$ cat src/rtl/rd_buf_sched_pkg.sv
// Shared types and sizing helpers for the read-burst scheduler.
package rd_buf_sched_pkg;

    typedef enum logic [1:0] {
        IDLE  = 2'd0,
        REQ   = 2'd1,
        DRAIN = 2'd2
    } state_t;

    // Byte distance between consecutive burst start addresses.
    function automatic int burst_stride(input int burst_len, input int data_w);
        return burst_len * data_w / 8;
    endfunction

    // One extra bit so the counter can hold the full depth value.
    function automatic int credit_w(input int depth);
        return $clog2(depth) + 1;
    endfunction

    function automatic int outst_w(input int max_outst);
        return $clog2(max_outst + 1);
    endfunction

endpackage

$ cat src/rtl/rd_buf_credit_cnt.sv
// Saturating buffer-credit counter: +1 per returned word, -amt per issued burst.
module rd_buf_credit_cnt
    import rd_buf_sched_pkg::*;
#(
    parameter int DEPTH = 512,
    parameter int AMT_W = 5
) (
    input  logic             clk,
    input  logic             rst,
    input  logic             i_ret,
    input  logic             i_take,
    input  logic [AMT_W-1:0] i_amt,
    output logic             o_credit_ok
);

    localparam int CW = credit_w(DEPTH);
    localparam int SW = CW + 1;

    logic [CW-1:0] r_credits;
    logic [SW-1:0] w_credits_next;

    // i_take is only ever asserted while credits >= i_amt, so no underflow.
    always_comb begin
        w_credits_next = {1'b0, r_credits} + SW'(i_ret);
        if (i_take) begin
            w_credits_next = w_credits_next - SW'(i_amt);
        end
    end

    always_ff @(posedge clk or posedge rst) begin
        if (rst) begin
            r_credits <= CW'(DEPTH);
        end else if (w_credits_next > SW'(DEPTH)) begin
            r_credits <= CW'(DEPTH);
        end else begin
            r_credits <= w_credits_next[CW-1:0];
        end
    end

    assign o_credit_ok = (r_credits >= CW'(i_amt));

endmodule

$ cat src/rtl/rd_buf_sched.sv
// Splits a frame into fixed-length AR bursts under credit/outstanding limits and streams R beats into the buffer.
// Optional RD_BUF_SCHED_ERR_CHK_EN builds a per-burst r_last checker driving the sticky err flag.
module rd_buf_sched
    import rd_buf_sched_pkg::*;
#(
    parameter int ADDR_W    = 28,
    parameter int DATA_W    = 256,
    parameter int LEN_W     = 20,
    parameter int BURST_LEN = 16,
    parameter int BUF_DEPTH = 512,
    parameter int MAX_OUTST = 4
) (
    input  logic              clk,
    input  logic              rst,
    input  logic              frame_start,
    input  logic [ADDR_W-1:0] frame_base,
    input  logic [LEN_W-1:0]  frame_beats,
    output logic              busy,
    output logic              done,
    output logic              ar_valid,
    input  logic              ar_ready,
    output logic [ADDR_W-1:0] ar_addr,
    output logic [7:0]        ar_len,
    input  logic              r_valid,
    output logic              r_ready,
    input  logic [DATA_W-1:0] r_data,
    input  logic              r_last,
    output logic              buf_wr_en,
    output logic [DATA_W-1:0] buf_wr_data,
    input  logic              buf_wr_rdy,
    input  logic              credit_ret,
    output logic              err
);

    localparam int                BLEN_W = $clog2(BURST_LEN + 1);
    localparam int                OW     = outst_w(MAX_OUTST);
    localparam logic [ADDR_W-1:0] STRIDE = ADDR_W'(burst_stride(BURST_LEN, DATA_W));

    state_t             r_state, w_state_next;
    logic [ADDR_W-1:0]  r_addr, w_addr_next;
    logic [LEN_W-1:0]   r_rem_req, w_rem_req_next;
    logic [LEN_W-1:0]   r_rem_rcv, w_rem_rcv_next;
    logic [OW-1:0]      r_outst, w_outst_next;
    logic               r_done, w_done_next;
    logic [BLEN_W-1:0]  w_blen;
    logic               w_credit_ok;
    logic               w_ar_hs;
    logic               w_beat_acc;
    logic               w_last_acc;

    assign w_blen = (r_rem_req >= LEN_W'(BURST_LEN)) ? BLEN_W'(BURST_LEN) : r_rem_req[BLEN_W-1:0];

    // AR outputs derive only from registers; credits and outstanding can only
    // improve while waiting, so the request holds steady until ar_ready.
    assign ar_valid = (r_state == REQ) && w_credit_ok && (r_outst < OW'(MAX_OUTST));
    assign ar_addr  = r_addr;
    assign ar_len   = (r_state == REQ) ? 8'(w_blen - 1'b1) : 8'd0;
    assign w_ar_hs  = ar_valid & ar_ready;

    assign r_ready     = buf_wr_rdy;
    assign buf_wr_en   = r_valid & buf_wr_rdy;
    assign buf_wr_data = r_data;
    assign w_beat_acc  = r_valid & buf_wr_rdy;
    assign w_last_acc  = w_beat_acc & r_last;

    assign busy = (r_state != IDLE);
    assign done = r_done;

    rd_buf_credit_cnt #(
        .DEPTH (BUF_DEPTH),
        .AMT_W (BLEN_W)
    ) u_credit (
        .clk         (clk),
        .rst         (rst),
        .i_ret       (credit_ret),
        .i_take      (w_ar_hs),
        .i_amt       (w_blen),
        .o_credit_ok (w_credit_ok)
    );

    always_comb begin
        w_state_next   = r_state;
        w_addr_next    = r_addr;
        w_rem_req_next = r_rem_req;
        w_rem_rcv_next = r_rem_rcv;
        w_done_next    = 1'b0;
        w_outst_next   = r_outst + OW'(w_ar_hs) - OW'(w_last_acc && (r_outst != '0));

        case (r_state)
            IDLE: begin
                if (frame_start) begin
                    w_addr_next    = frame_base;
                    w_rem_req_next = frame_beats;
                    w_rem_rcv_next = frame_beats;
                    if (frame_beats == '0) begin
                        w_done_next = 1'b1;
                    end else begin
                        w_state_next = REQ;
                    end
                end
            end
            REQ: begin
                if (w_ar_hs) begin
                    w_addr_next    = r_addr + STRIDE;
                    w_rem_req_next = r_rem_req - LEN_W'(w_blen);
                    if (r_rem_req == LEN_W'(w_blen)) begin
                        w_state_next = DRAIN;
                    end
                end
            end
            DRAIN: begin
            end
            default: w_state_next = IDLE;
        endcase

        if ((r_state != IDLE) && w_beat_acc && (r_rem_rcv != '0)) begin
            w_rem_rcv_next = r_rem_rcv - 1'b1;
            if (r_rem_rcv == LEN_W'(1)) begin
                w_state_next = IDLE;
                w_done_next  = 1'b1;
            end
        end
    end

    always_ff @(posedge clk or posedge rst) begin
        if (rst) begin
            r_state   <= IDLE;
            r_addr    <= '0;
            r_rem_req <= '0;
            r_rem_rcv <= '0;
            r_outst   <= '0;
            r_done    <= 1'b0;
        end else begin
            r_state   <= w_state_next;
            r_addr    <= w_addr_next;
            r_rem_req <= w_rem_req_next;
            r_rem_rcv <= w_rem_rcv_next;
            r_outst   <= w_outst_next;
            r_done    <= w_done_next;
        end
    end

`ifdef RD_BUF_SCHED_ERR_CHK_EN
    logic [BLEN_W-1:0] r_beat_cnt;
    logic              r_err;
    logic              w_exp_last;
    logic              w_bad_beat;

    // A burst ends on a full BURST_LEN or on the frame's final beat.
    assign w_exp_last = (r_beat_cnt == BLEN_W'(BURST_LEN - 1)) || (r_rem_rcv == LEN_W'(1));
    assign w_bad_beat = w_beat_acc & ((r_last ^ w_exp_last) | (r_outst == '0));

    always_ff @(posedge clk or posedge rst) begin
        if (rst) begin
            r_beat_cnt <= '0;
            r_err      <= 1'b0;
        end else begin
            if (w_beat_acc) begin
                r_beat_cnt <= (r_last || w_exp_last) ? '0 : r_beat_cnt + 1'b1;
            end
            if (w_bad_beat) begin
                r_err <= 1'b1;
            end
        end
    end

    assign err = r_err;
`else
    assign err = 1'b0;
`endif

endmodule

$ cat config.mk
export PLATFORM = sky130hd
export DESIGN_NAME = rd_buf_sched
export DESIGN_NICKNAME = d
export VERILOG_FILES = /design/src/rtl/rd_buf_sched_pkg.sv /design/src/rtl/rd_buf_credit_cnt.sv /design/src/rtl/rd_buf_sched.sv
export SDC_FILE = /design/constraint.sdc
export NUM_CORES = 1
export LEC_CHECK = 0
export ABC_AREA = 1
export CAP_MARGIN = 10
export CORE_AREA = 4 4 234 236
export DETAILED_ROUTE_END_ITERATION = 10
export DIE_AREA = 0 0 238 240
export GPL_ROUTABILITY_DRIVEN = 0
export SYNTH_ARGS = -nofsm -noshare
export SYNTH_HDL_FRONTEND = slang
export SYNTH_HIERARCHICAL = 1
export SYNTH_SLANG_ARGS = --single-unit
$ cat constraint.sdc
create_clock -name clk -period 3.9 [get_ports clk]
set_clock_uncertainty 0.05 [all_clocks]
set_input_delay 0.78 -clock clk [delete_from_list [all_inputs] [get_ports clk]]
set_output_delay 0.78 -clock clk [all_outputs]
set_load 0.1 [all_outputs]
==> flow_summary.toml <==
[logic_synthesis]
ys_seq_area_share_pct = 25.7
ys_ff_latch = 84
synth-edff-count = 0
syn_avg_cell_area_um2 = 7.14
synthCells = 1147
synth-main-ff-cell = "dfrtp_1"
synth_cell_type_count = 51
synthesis.area_mm2 = 0.00819
ys_warn_count = 6
synthArstFlopShare_pct = 100

[critical_path]
critPathMaxStageDelay_ps = 500
required_ps = 4110
path_buf_inv = 6
crit_path_end_kind = "flip-flop"
worst-setup-path-type = "reg -> reg"
crit_chain = "nor2_4, nand2_2, nor2_4, nand2_4, nor2_4, inv_4, ha_4, a21oi_1, o21bai_1, a21oi_1, o2111ai_1, nand2_2, nor3b_4, buf_4, inv_2, ha_4, inv_2, ha_4, inv_2, fa_2, inv_1"
worstSetupStartpointType = "flip-flop"
cp_max_fo = 8
crit_family = "simple AND/OR/NAND/NOR gates"
critPathSlowestCell = "fa_2"
crit_arrival_ps = 3940

[grt]
grt_max_degree = 42
grt_usage_pct = 9.98
grt_pass1_wl_um = 42800
antenna_found_initial = 1
first_global_vias = 6667
grt_overflow = 0

[drt]
wirelength_um = 29700
drtIter0Drc = 470
wl_per_cell_um = 17.5
antenna_left = 0
via_per_inst = 3.96
vias = 6704
drt-pass1-iter-count = 5
drc = 0

[sta]
worst_slew_pin_slew_ps = 1020
whs_ps = 436
finalCritPeriodShare_pct = 95.5
setup_violations = 0
fmax_ghz = 0.269
hold_viol_final = 0
rsz0062_at_grt = "yes"
drv_slew = 0
tns_ps = 0
fin_crit_ps = 3720
max_slew_margin_pct = 31.6

[final_layout]
nFillCells = 5928
syn_to_final_growth_pct = 5.94
nets = 1332
drive_above_1_share_pct = 16.9
regArea_mm2 = 0.00211
multi_input_area_mm2 = 0.00357
final_cell_area_mm2 = 0.00868

[floorplanning]
pin_count = 610
die-area_mm2 = 0.0571
rows = 84
fp.coreArea_mm2 = 0.0524
die_w_um = 238
fp.dieH_um = 240
start_util_pct = 15.6

[clock_tree]
cts.sinks = 84
path_clk_slew_ps = 70
clock_latency_ps = 380
root_buffer = "clkbuf_16"
cts_made_buffers = 9
cts_tree = "built"
cts_buffer_depth = 2
cts_htree_levels = 3

[min_path]
hold_path.class = "reg -> reg"

[power]
power_leakage_uw = 0.00377
cellPowerDensity_mw_per_mm2 = 803
worst_ir_drop_vdd_mv = 0.338

[placed_design]
place_hpwl_um = 24100
numPortBuffers = 96
placed_area_mm2 = 0.00813

[flow_run]
maxCapViolCount = 0

[status]
status = "finished, final reports clean"
-- cell usage after synthesis, types with 2 or more instances --
cell,n,area [um^2]
a21oi_1,31,155
a22oi_1,3,22.5
a31oi_1,2,12.5
a32oi_1,2,17.5
and2_1,2,12.5
buf_2,9,45.0
buf_4,263,1970
buf_6,5,56.3
clkbuf_1,11,41.3
dfrtp_1,83,2080
fa_1,2,40.0
ha_1,20,250
inv_1,126,473
inv_2,18,67.6
nand2_1,198,743
nand2_2,18,113
nand2_4,8,90.1
nand3_1,48,240
nand3_2,2,20.0
nand3b_1,5,37.5
nand4_1,23,144
nor2_1,73,274
nor2_2,20,125
nor2_4,8,90.1
nor3_1,15,75.1
nor4_1,8,50.1
o211ai_1,16,120
o21a_1,2,15.0
o21ai_0,63,315
o21ai_1,17,85.1
o22ai_1,9,56.3
xnor2_1,5,43.8
xor2_1,14,123
-- layout make-up --
cell class | count | area share, %
sequential | 84 | 24.3
multi-input combinational | 631 | 41.2
clock inverter | 5 | 0.692
inverter | 146 | 6.39
antenna | 1 | 0.0288
timing repair buffer | 126 | 14.8
clock buffer | 10 | 2.75
tap | 688 | 9.92
-- per-stage QoR --
stage                     power, uW  setup WS, ps  utilization, %  std cells
after floorplan                6050           318               -       1148
after global placement         5840           149            15.5       1659
after detailed placement       5910          32.9            15.5       1659
after CTS                      6870          22.1            16.1       1675
after global routing           7500         -19.8            16.5       1690
final                          6970           177            16.5       1691
-- cell usage in the layout (no fill, tap or decap), drive strengths merged --
cell / n
nand2: 225
inv: 145
nor2: 101
clkdlybuf4s50: 84
dfrtp: 83
o21ai: 80
nand3: 50
buf: 42
a21oi: 33
nand4: 23
ha: 20
o211ai: 16
nor3: 16
xor2: 15
o22ai: 10
clkbuf: 10
nor4: 8
xnor2: 5
nand3b: 5
clkinv: 4
a22oi: 3
o21a: 2
a31oi: 2
a32oi: 2
conb: 2
and2: 2
fa: 2
diode: 1
or2: 1
o221ai: 1
nor3b: 1
o311a: 1
o41ai: 1
a211oi: 1
a21boi: 1
bufinv: 1
clkinvlp: 1
o21bai: 1
o2111ai: 1
dfstp: 1
-- final timing paths --
check,start,endpoint,slack [ps],depth (start not counted)
setup reg to reg,r_rem_req[12],r_outst[1],180,21
min in group asynchronous,rst,u_credit/r_credits[8],720,2
setup / recovery,r_rem_req[12],r_outst[1],180,21
max in group asynchronous,rst,r_rem_req[10],2280,3
hold reg to reg,ar_addr[8],ar_addr[8],440,2
hold / removal,ar_addr[8],ar_addr[8],440,2
-- tightest hold or removal path: stages (launching register included) --
cell and delay, ps:
dfrtp_1 340, nand2_1 50, nand2_1 60
-- power breakdown --
group	switching (uW)	internal, uW
clock network	394	512
registers	459	1270
logic	3010	1320
-- metal layers --
metal | part of all wire [%] | routed length (um) | GRT usage, % | vias up
li1 | - | - | - | 3093
met1 | 37 | 10900 | 11.0 | 3091
met2 | 46 | 13600 | 15.8 | 410
met3 | 12 | 3700 | 4.91 | 110
met4 | 4.9 | 1460 | 5.51 | 0
met5 | 0 | 0 | 0 | -
-- sequential cells by signal, summed over array words and instances, names as in the netlist --
name                count
u_credit/r_credits     10
r_outst                 3
done                    1
r_rem_req              20
r_state                 2
r_rem_rcv              20
ar_addr                28
-- timing repair --
item | 4_1_cts | 5_1_grt
pin swaps | 1 | 13
resized for setup | 2 | 34
cloned | 0 | 1
endpoints found under the setup margin | 4 | 19
setup buffers | 1 | 14
hold buffers | 0 | 0
-- logic make-up (layout without fill, tap and decap cells) --
| family | Yosys count | in the layout | share of synthesized area (%) |
|---|---|---|---|
| buffers and inverters | 434 | 287 | 32.6 |
| flip-flops | 84 | 84 | 25.7 |
| AND/OR/NAND/NOR | 431 | 432 | 25.0 |
| XOR/XNOR | 20 | 20 | 2.23 |
| other | 1 | 3 | 0.0458 |
| AO/OA/AOI/OAI | 155 | 155 | 10.9 |
| adder cells (fa/ha/maj) | 22 | 22 | 3.54 |
No activity file was read; power rests on OpenSTA's default activity.
